--- src/rtl/dsp16_word_tx.sv ---
// dsp16_word_tx: queues 16-bit DSP result words and streams each one out of the
// serial pin as three 8N1 bytes (SYNC, high byte, low byte) at BAUD clocks per bit.
module dsp16_word_tx #(
   parameter int unsigned BAUD  = 104,
   parameter int unsigned DEPTH = 4,
   parameter logic [7:0]  SYNC  = 8'hA5
) (
   input  logic        clk,
   input  logic        rst,
   input  logic [15:0] din,
   input  logic        din_valid,
   output logic        din_ready,
   output logic        tx,
   output logic        busy,
   output logic        overflow
);

   localparam int unsigned AW = $clog2(DEPTH);
   localparam int unsigned CW = $clog2(BAUD);
   localparam logic [CW-1:0] BIT_LAST = CW'(BAUD - 1);

   typedef enum logic [2:0] {
      StIdle,
      StLoad,
      StStart,
      StData,
      StStop
   } state_e;

   // Word FIFO
   logic [15:0] mem_q [DEPTH];
   logic [AW:0] wr_ptr_q;
   logic [AW:0] rd_ptr_q;
   logic        empty;
   logic        full;
   logic        push;
   logic        pop;
   logic [15:0] head;

   // Transmit FSM
   state_e        state_q;
   state_e        state_d;
   logic [15:0]   word_q;
   logic [15:0]   word_d;
   logic [7:0]    shift_q;
   logic [7:0]    shift_d;
   logic [1:0]    byte_idx_q;
   logic [1:0]    byte_idx_d;
   logic [2:0]    bit_idx_q;
   logic [2:0]    bit_idx_d;
   logic [CW-1:0] baud_cnt_q;
   logic [CW-1:0] baud_cnt_d;
   logic          tx_q;
   logic          tx_d;
   logic          bit_done;

   // Extra wrap bit on the pointers distinguishes full from empty
   assign empty     = (wr_ptr_q == rd_ptr_q);
   assign full      = (wr_ptr_q[AW] != rd_ptr_q[AW]) &&
                      (wr_ptr_q[AW-1:0] == rd_ptr_q[AW-1:0]);
   assign push      = din_valid & ~full;
   assign head      = mem_q[rd_ptr_q[AW-1:0]];
   assign bit_done  = (baud_cnt_q == BIT_LAST);

   assign din_ready = ~full;
   assign overflow  = din_valid & full;
   assign busy      = (state_q != StIdle) | ~empty;
   assign tx        = tx_q;

   // Word storage; contents are only ever read behind the pointers, so no reset
   always_ff @(posedge clk) begin
      if (push) begin
         mem_q[wr_ptr_q[AW-1:0]] <= din;
      end
   end

   // FIFO pointers; push and pop in the same cycle both take effect
   always_ff @(posedge clk) begin
      if (rst) begin
         wr_ptr_q <= '0;
         rd_ptr_q <= '0;
      end else begin
         if (push) begin
            wr_ptr_q <= wr_ptr_q + 1'b1;
         end
         if (pop) begin
            rd_ptr_q <= rd_ptr_q + 1'b1;
         end
      end
   end

   // FSM and datapath registers; tx resets to the idle (mark) level
   always_ff @(posedge clk) begin
      if (rst) begin
         state_q    <= StIdle;
         word_q     <= '0;
         shift_q    <= '0;
         byte_idx_q <= '0;
         bit_idx_q  <= '0;
         baud_cnt_q <= '0;
         tx_q       <= 1'b1;
      end else begin
         state_q    <= state_d;
         word_q     <= word_d;
         shift_q    <= shift_d;
         byte_idx_q <= byte_idx_d;
         bit_idx_q  <= bit_idx_d;
         baud_cnt_q <= baud_cnt_d;
         tx_q       <= tx_d;
      end
   end

   // Next-state logic: byte sequencing, bit timing and FIFO pop requests
   always_comb begin
      state_d    = state_q;
      word_d     = word_q;
      shift_d    = shift_q;
      byte_idx_d = byte_idx_q;
      bit_idx_d  = bit_idx_q;
      baud_cnt_d = baud_cnt_q;
      pop        = 1'b0;

      unique case (state_q)
         StIdle: begin
            baud_cnt_d = '0;
            if (!empty) begin
               pop        = 1'b1;
               word_d     = head;
               byte_idx_d = 2'd0;
               state_d    = StLoad;
            end
         end

         StLoad: begin
            case (byte_idx_q)
               2'd0:    shift_d = SYNC;
               2'd1:    shift_d = word_q[15:8];
               default: shift_d = word_q[7:0];
            endcase
            baud_cnt_d = '0;
            state_d    = StStart;
         end

         StStart: begin
            if (bit_done) begin
               baud_cnt_d = '0;
               bit_idx_d  = 3'd0;
               state_d    = StData;
            end else begin
               baud_cnt_d = baud_cnt_q + 1'b1;
            end
         end

         StData: begin
            if (bit_done) begin
               baud_cnt_d = '0;
               shift_d    = {1'b0, shift_q[7:1]};
               if (bit_idx_q == 3'd7) begin
                  state_d = StStop;
               end else begin
                  bit_idx_d = bit_idx_q + 3'd1;
               end
            end else begin
               baud_cnt_d = baud_cnt_q + 1'b1;
            end
         end

         StStop: begin
            if (bit_done) begin
               baud_cnt_d = '0;
               if (byte_idx_q < 2'd2) begin
                  byte_idx_d = byte_idx_q + 2'd1;
                  state_d    = StLoad;
               end else if (!empty) begin
                  // Next word follows immediately; only its LOAD cycle separates the frames
                  pop        = 1'b1;
                  word_d     = head;
                  byte_idx_d = 2'd0;
                  state_d    = StLoad;
               end else begin
                  state_d = StIdle;
               end
            end else begin
               baud_cnt_d = baud_cnt_q + 1'b1;
            end
         end

         default: begin
            state_d = StIdle;
         end
      endcase
   end

   // Pin level follows the state being entered, so the registered tx lines up with the FSM
   always_comb begin
      tx_d = 1'b1;
      unique case (state_d)
         StStart: tx_d = 1'b0;
         StData:  tx_d = shift_d[0];
         default: tx_d = 1'b1;
      endcase
   end

endmodule

--- config.mk ---
export PLATFORM = sky130hd
export DESIGN_NAME = dsp16_word_tx
export DESIGN_NICKNAME = d
export VERILOG_FILES = /design/src/rtl/dsp16_word_tx.sv
export SDC_FILE = /design/constraint.sdc
export NUM_CORES = 1
export LEC_CHECK = 0
export CELL_PAD_IN_SITES_DETAIL_PLACEMENT = 1
export CELL_PAD_IN_SITES_GLOBAL_PLACEMENT = 1
export CORE_AREA = 2 2 69 137
export CTS_CLUSTER_SIZE = 14
export DETAILED_ROUTE_END_ITERATION = 8
export DIE_AREA = 0 0 71 139
export GPL_ROUTABILITY_DRIVEN = 0
export PLACE_DENSITY = 0.92
export RECOVER_POWER = 25
export SYNTH_ARGS = -nofsm -noshare
export SYNTH_HDL_FRONTEND = slang
export SYNTH_SLANG_ARGS = --single-unit
--- constraint.sdc ---
create_clock -name clk -period 3.33 [get_ports clk]
set_input_delay 0.4995 -clock clk [delete_from_list [all_inputs] [get_ports clk]]
set_output_delay 0.4995 -clock clk [all_outputs]
set_load 0.1 [all_outputs]
After elaboration in Yosys (flattened, before gate mapping)
Memories as Yosys holds them, arrays and structs flattened. A register that Yosys moved wholly into a read port is not among the register bits.
Cells that the tools add are included.
{ "word_totals": {"regBits": 46, "mem_bits_rw": 64, "input_bits": 19, "out_inout_bits": 4, "elab_cells": 87, "memories": 1} }
{ "mem_list": {"columns": ["memory", "depth", "width", "read_ports", "rd_clocked_by_memory_dff", "write_ports", "line_no", "text"], "rows": [
  ["mem_q", 4, 16, 1, 1, 1, "31", "logic [15:0] mem_q [DEPTH];"]
]} }
{ "classes": {"add_sub_neg": 5, "n_lt_le_gt_ge": 1, "n_eq_ne": 17, "muxes": 34, "n_bitwise": 5, "n_reduce_logical": 14} }
{ "ops": {"columns": ["cell", "n"], "rows": [
  ["$mux 16", 3],
  ["$pmux 16 s2", 1],
  ["$pmux 8 s2", 2],
  ["$mux 3", 8],
  ["$pmux 3 s5", 1],
  ["$pmux 7 s2", 1],
  ["$eq 3x2->1 const B", 4],
  ["$mux 2", 5],
  ["$ne 2x2->1 const B", 5],
  ["$add 3x1->3 const B", 3],
  ["$mux 8", 1],
  ["$reduce_bool 2->1", 4],
  ["$add 7x1->7 const B", 1],
  ["$eq 7x7->1 const B", 1],
  ["$mux 1", 7],
  ["$mux 7", 1],
  ["$eq 3x3->1 const B", 2],
  ["$pmux 3 s2", 1],
  ["$pmux 1 s2", 2],
  ["$pmux 2 s2", 1],
  ["$reduce_and 2->1", 2],
  ["$reduce_and 4->1", 1],
  ["$eq 3x1->1 const B", 1],
  ["$eq 3x3->1", 1],
  ["other kinds (15)", 17]
]} }

Logic depth before layout (Yosys ltp)
Gate-level depths: netlist (run 1).
{ "logic_depth": {"ltp_word": 7, "depth_mapped": 8, "ltp_nobuf": 6} }

Worst setup path after synthesis (run 1)
No wires, ideal clock.
{ "synth_path": {"path_kind": "flip-flop to output port", "from": "reg wr_ptr_q[0]", "to": "out overflow", "t_arrival_ns": 3.023, "required_ns": 2.830, "slack_ns": -0.193, "stages_incl_launch_ff": 4, "path_buffers": 0, "path_cell_list": "dfxtp_1 > xnor2_1 > nand3_1 > nor2_1"} }
{ "synth_via": {"elab_chain_len": 3} }
{ "synth_lines": {"columns": ["item", "line_no", "text"], "rows": [
  ["start: declaration", "32", "logic [AW:0] wr_ptr_q;"],
  ["start signal: assignment", "84", "wr_ptr_q <= wr_ptr_q + 1'b1;"],
  ["$eq 2x2->1", "60", "(wr_ptr_q[AW-1:0] == rd_ptr_q[AW-1:0]);"],
  ["$logic_and 1x1->1", "59", "assign full = (wr_ptr_q[AW] != rd_ptr_q[AW]) &&"],
  ["$and 1x1->1", "66", "assign overflow = din_valid & full;"],
  ["end: declaration", "15", "output logic overflow"]
]} }
No other way between the ends.

Worst setup path after layout (run 1)
{ "layout_path": {"from": "reg wr_ptr_q[0]", "to": "out busy"} }
{ "layout_via": {"elab_chain_len": 3} }
{ "layout_lines": {"columns": ["item", "line_no", "text"], "rows": [
  ["$eq 3x3->1", "58", "assign empty = (wr_ptr_q == rd_ptr_q);"],
  ["$not 1->1", "67", "assign busy = (state_q != StIdle) | ~empty;"],
  ["$or 1x1->1", "67", null],
  ["end: declaration", "14", "output logic busy,"]
]} }
No other way between the ends.

==> results of run 1 <==
[through the flow]
step / instance area, µm² / utilization [%] / hold slack, ns
finish: 5200 / 58.5 / 0.474
global route: 5200 / 58.5 / 0.502
CTS: 5200 / 58.5 / 0.477
detailed placement: 4900 / 55.1 / 0.466
global placement: 4900 / 55.1 / 0.457
floorplan: 4600 / - / 0.445
[final cells by class]
class                   count  area [µm²]  area share, %
well taps                 102         128           2.46
inverters                   6        22.5          0.433
multi-input cells         202        1600           30.8
repair buffers             27         263           5.06
clock inverters             7        73.8           1.42
clock buffers               9         225           4.33
flip-flops and latches    112        2880           55.5
[sequential cells by signal, indices dropped and copies added, names as in the netlist, named ones only]
register    flops
mem_q          64
rd_ptr_q        3
wr_ptr_q        3
bit_idx_q       3
state_q         3
byte_idx_q      2
shift_q         8
word_q         16
tx              1
baud_cnt_q      7
[synth_stat cells, drive strengths merged, types with 4 or more instances]
cell type	n	area [µm²]
and3	4	25.0
a221oi	6	58.8
a31oi	5	31.3
mux2i	19	190
xor2	6	52.6
o21ai	5	25.0
inv	6	22.5
clkbuf	10	37.5
edfxtp	64	1920
and2	4	25.0
nand3	8	45.0
dfxtp	48	961
mux4	16	360
nand4	4	25.0
buf	7	55.1
nand2	19	78.8
ha	8	100
a21oi	15	78.8
nor2	52	208
xnor2	6	52.6
[per-layer routing]
metal	share of wire [%]	vias up	global-route usage, %	routed length, µm
met5	0	-	0	0
met4	4.1	0	11.3	372
met3	2.6	28	3.85	240
met2	58	53	37.1	5320
met1	35	1384	20.7	3240
li1	-	1291	-	-
[logic make-up (layout without fill, tap and decap cells)]
| family | Yosys count | after routing |
|---|---|---|
| AO/OA/AOI/OAI | 41 | 41 |
| AND/OR/NAND/NOR | 104 | 104 |
| adder cells (fa/ha/maj) | 8 | 8 |
| XOR/XNOR | 12 | 12 |
| multiplexers | 37 | 37 |
| flip-flops | 112 | 112 |
| buffers and inverters | 23 | 49 |
[worst max path at each step]
| stage | endpoint |
|---|---|
| 6_report | busy |
| 5_1_grt | busy |
| 4_1_cts | busy |
| 3_5_place_dp | mem_q[2][7] |
| 3_3_place_gp | mem_q[2][7] |
| 2_1_floorplan | overflow |
[power breakdown]
part           internal (mW)  switching (mW)  leakage, nW
logic                  0.419           0.572        0.729
registers               1.64           0.157        0.979
clock network          0.538           0.531        0.150
[worst min-delay path, delay by kind of cell (launching register included)]
family          cells  cell delay [ns]
flops               1             0.32
compound gates      1             0.06
simple gates        1             0.05
==> run_results.csv, run 1 <==
group,metric,value,unit
floorplan,ioPinCount,23,
yosys,synth_seq_area_share,62.7,%
global_route,grtUsageTotal,20.2,%
timing,max_freq,388,MHz
place,hpwl,6660,µm
global_route,grt_start_max_net_pins,26,
timing,final_max_slew_viol_count,0,
critical_path,reg2reg_slack,1.07,ns
critical_path,r2r_cells,5,
timing,setup_viol,0,
timing,layout_setup_ws,0.749,ns
timing,fin_crit,2.58,ns
drt,viasPerCell,5.93,
floorplan,start_util,51.7,%
cts,htree_levels,3,
outcome,status,"completed",
cts,cts_resized,0,
yosys,syn-mean-instance-area,13.6,µm²
place,dp_cells,449,
cts,postCtsHoldBufs,0,
critical_path,cp_num_buf_inv,1,
critical_path,crit_start,"wr_ptr_q[0]",
timing,fin_crit_sh,77.5,%
yosys,synthSimpleGateAreaFrac,11.3,%
drt,post_drt_wl_per_cell,19.7,µm
finish,num_antenna_cells,0,
cts,cts_buffers,9,
yosys,async_reset_ff_share,0,%
yosys,synth-main-ff-cell,"edfxtp_1",
floorplan,die_h,139,µm
hold_path,holdPathEnd,"shift_q[2]",
finish,final_cells,465,
global_route,grt_overflow_total,0,
cts,cts_tree,"done",
cts,postCtsSetupRepairBufs,0,
power_and_ir_drop,irDropWorstVdd,0.429,mV
critical_path,crit_required,2.83,ns
power_and_ir_drop,p_leak,1.86,nW
global_route,grt_pass1_vias,3087,
finish,nets,385,
yosys,synth_top_family_by_area,"multiplexers",
yosys,synth-compound-area-share,6.53,%
finish,final_cell_mix,"64 x edfxtp_1, 48 x nor2_1, 48 x dfxtp_1, 19 x mux2i_1, 18 x nand2_1",
timing,clock_skew,0.00890,ns
yosys,synth_warnings,0,
floorplan,core_area,0.00889,mm²
drt,drt_drc_violations_left,0,
global_route,antenna_found_initial,0,
cts,cts-root-buf,"clkbuf_16",
finish,drive_gt1_share,16.0,%
place,io_buffers,22,
finish,area_growth_syn_to_layout,13.0,%
drt,wl,9170,µm
yosys,synth.distinct_cells,51,
finish,layout_commonest_cell,"edfxtp_1",
yosys,synth.area.mux_share,12.5,%
drt,ant_nets,0,
critical_path,slowest_stage,"or4_1",
timing,worstMarginPinSlew,0.958,ns
critical_path,worstReg2RegEnd,"word_q[7]",
critical_path,crit_family,"simple AND/OR/NAND/NOR gates",
cts,cts_max_path_buffers,2,
yosys,synth_nets,364,
timing,hold_viol_final,0,
hold_path,hold_depth,2,
drt,dr.pass1.iters,4,
critical_path,cp_cell_sequence,"xnor2_1 > nand3_1 > or4_1 > buf_4",
yosys,yosys_register_bits,112,
cts,clock-sinks,112,
floorplan,rows,49,
yosys,netlist_area,0.00460,mm²
critical_path,cp.depth,4,
place,dpl_worst_slack,0.718,ns
critical_path,slowest_delay,0.46,ns
critical_path,r2r_start,"byte_idx_q[1]",
timing,rsz0062_at_grt,"no",
critical_path,cp_max_fo,5,
yosys,synth_edf_count,64,
floorplan,die-area,0.00987,mm²
power_and_ir_drop,power_density,743,mW/mm²
hold_path,hold_class,"register to register",
yosys,synth_fa_ha_area_share,2.18,%
power_and_ir_drop,power.total,3.86,mW
floorplan,die_width,71,µm
critical_path,critPathArrivalTime,2.08,ns
hold_path,hp-start,"shift_q[2]",
critical_path,path_class,"register to output pin",
yosys,synth_xor_area_share,2.29,%
drt,vias,2756,
timing,setup_tns,0,ns
cts,path_clk_slew,0.08,ns
critical_path,start_kind,"register",
job,maxCapViolations,0,
cts,clk_latency,0.35,ns
finish,n_fill_cell,822,
global_route,grt_pass1_wl,15300,µm
drt,first_iter_violations,108,
yosys,synth_cells,337,
critical_path,cp-end-kind,"output pin",
timing,slew_headroom,36.0,%
Power figures use the tool's default switching activity.
==> run 2: changes to the inputs <==
--- a/config.mk
+++ b/config.mk
@@ -7,12 +7,12 @@
 export LEC_CHECK = 0
 export CELL_PAD_IN_SITES_DETAIL_PLACEMENT = 1
 export CELL_PAD_IN_SITES_GLOBAL_PLACEMENT = 1
-export CORE_AREA = 2 2 69 137
+export CORE_AREA = 2 2 72 142
 export CTS_CLUSTER_SIZE = 14
 export DETAILED_ROUTE_END_ITERATION = 8
-export DIE_AREA = 0 0 71 139
+export DIE_AREA = 0 0 74 144
 export GPL_ROUTABILITY_DRIVEN = 0
-export PLACE_DENSITY = 0.92
+export PLACE_DENSITY = 0.87
 export RECOVER_POWER = 25
 export SYNTH_ARGS = -nofsm -noshare
 export SYNTH_HDL_FRONTEND = slang
==> constraint.sdc (replaced) <==
create_clock -name clk -period 2.4 [get_ports clk]
set_input_delay 0.36 -clock clk [delete_from_list [all_inputs] [get_ports clk]]
set_output_delay 0.36 -clock clk [all_outputs]
set_load 0.1 [all_outputs]
==> run 2 against run 1 <==
Against the previous run:
- cell count is 7.5% higher
- first-iteration DRC count down 32%
- critical path depth did not move
- largest cell class unchanged
==> run_results.csv, run 2 (synthesized netlist as in run 1, its figures left out) <==
group,metric,value,unit
finish,final_cell_mix,"64 x edfxtp_1, 48 x nor2_1, 48 x dfxtp_1, 19 x mux2i_1, 18 x nand2_1",
critical_path,slowest_stage,"or4_1",
cts,htree_levels,3,
critical_path,critPathArrivalTime,1.87,ns
floorplan,die_h,144,µm
finish,n_fill_cell,932,
drt,dr.pass1.iters,4,
place,hpwl,6850,µm
critical_path,cp.depth,4,
floorplan,core_area,0.00964,mm²
place,dpl_worst_slack,0.195,ns
timing,rsz0062_at_grt,"no",
cts,postCtsSetupRepairBufs,0,
floorplan,start_util,47.7,%
critical_path,cp_max_fo,5,
timing,final_max_slew_viol_count,0,
floorplan,rows,51,
floorplan,ioPinCount,23,
finish,nets,390,
global_route,grt_pass1_wl,15600,µm
critical_path,worstReg2RegEnd,"mem_q[3][9]",
timing,layout_setup_ws,0.167,ns
cts,path_clk_slew,0.08,ns
finish,num_antenna_cells,0,
finish,multi_input_area,0.00163,mm²
timing,worstMarginPinSlew,0.805,ns
global_route,antenna_found_initial,0,
job,maxCapViolations,0,
cts,cts_max_path_buffers,2,
timing,setup_tns,0,ns
critical_path,crit_start,"wr_ptr_q[0]",
critical_path,cp-end-kind,"output pin",
critical_path,r2r_start,"wr_ptr_q[0]",
timing,fin_crit,2.23,ns
place,io_buffers,22,
cts,cts_resized,2,
global_route,grt_start_max_net_pins,22,
finish,final_cells,500,
cts,clk_latency,0.34,ns
timing,max_freq,448,MHz
cts,clock-sinks,112,
floorplan,die_width,74,µm
critical_path,crit_family,"simple AND/OR/NAND/NOR gates",
cts,cts_buffers,9,
power_and_ir_drop,power.total,5.37,mW
timing,clock_skew,0.00823,ns
timing,hold_ws,0.481,ns
power_and_ir_drop,irDropWorstVdd,0.752,mV
global_route,grt_pass1_vias,3133,
finish,layout_commonest_cell,"edfxtp_1",
critical_path,cp_cell_sequence,"xnor2_2 > nand3_2 > or4_1 > buf_12",
cts,cts-root-buf,"clkbuf_16",
floorplan,die-area,0.0107,mm²
hold_path,hold_class,"register to register",
cts,cts_tree,"done",
power_and_ir_drop,power_density,1010,mW/mm²
critical_path,reg2reg_slack,0.49,ns
place,placed_area,0.00499,mm²
power_and_ir_drop,p_leak,1.89,nW
timing,hold_viol_final,0,
drt,first_iter_violations,73,
finish,largest_register_ffs,64,
critical_path,slowest_delay,0.50,ns
outcome,status,"completed",
critical_path,start_kind,"register",
critical_path,crit_required,2.04,ns
critical_path,critPathCapture,"busy",
finish,final_area,0.00530,mm²
cts,postCtsHoldBufs,0,
critical_path,path_class,"register to output pin",
critical_path,cp_num_buf_inv,1,
critical_path,r2r_cells,4,
drt,viasPerCell,5.49,
finish,final_util,55.0,%
hold_path,hold_depth,2,
finish,seq_area,0.00288,mm²
place,dp_cells,484,
finish,area_growth_syn_to_layout,15.3,%
drt,ant_nets,0,
global_route,grt_overflow_total,0,
drt,vias,2747,
finish,drive_gt1_share,18.5,%
timing,slew_headroom,46.2,%
drt,wl,9460,µm
global_route,grtUsageTotal,19.7,%
drt,post_drt_wl_per_cell,18.9,µm
timing,setup_viol,0,
timing,fin_crit_sh,93.1,%
drt,drt_drc_violations_left,0,
run 2: cell count changes in the layout (fill, tap and decap cells not counted), moves of 2 or more:
cell	before	now
nand3_2	1	3
xnor2_2	0	2
buf_4	7	12
inv_8	5	2
nand3_1	7	5
xnor2_1	6	4
inv_6	1	3
run 2: worst min-delay path by stage:
stage                  from            to  slack (ns)
6_report       bit_idx_q[0]  bit_idx_q[0]        0.48
5_1_grt        bit_idx_q[0]  bit_idx_q[0]        0.52
4_1_cts          shift_q[2]    shift_q[2]        0.49
3_5_place_dp     shift_q[2]    shift_q[2]        0.47
3_3_place_gp     shift_q[2]    shift_q[2]        0.46
2_1_floorplan  bit_idx_q[0]  bit_idx_q[0]        0.44
run 2: layout make-up:
class	instances	share of cell area, %
Clock buffer	9	4.25
Sequential cell	112	54.4
Multi-Input combinational cell	202	30.8
Tap cell	132	3.12
Clock inverter	7	1.18
Inverter	6	0.425
Timing Repair Buffer	32	5.85
run 2: metal layers:
layer  share of wire [%]  global-route usage (%)  vias to the layer above
met1                  35                    19.7                     1393
li1                    -                       -                     1300
met2                  60                    38.1                       40
met3                 2.1                    3.62                       14
met5                   0                       0                        -
met4                 2.3                    7.75                        0
run 2: worst reg2reg max path, cell delays in order, from the launching register on:
cell	delay [ns]
dfxtp_1	0.46
xnor2_2	0.14
a31oi_1	0.48
and2_1	0.21
buf_4	0.28
run 2: power by group:
group	internal [mW]	switching [mW]	total (mW)
combinational	0.636	0.802	1.44
clock	0.731	0.698	1.43
sequential	2.28	0.218	2.50
total	3.65	1.72	5.37
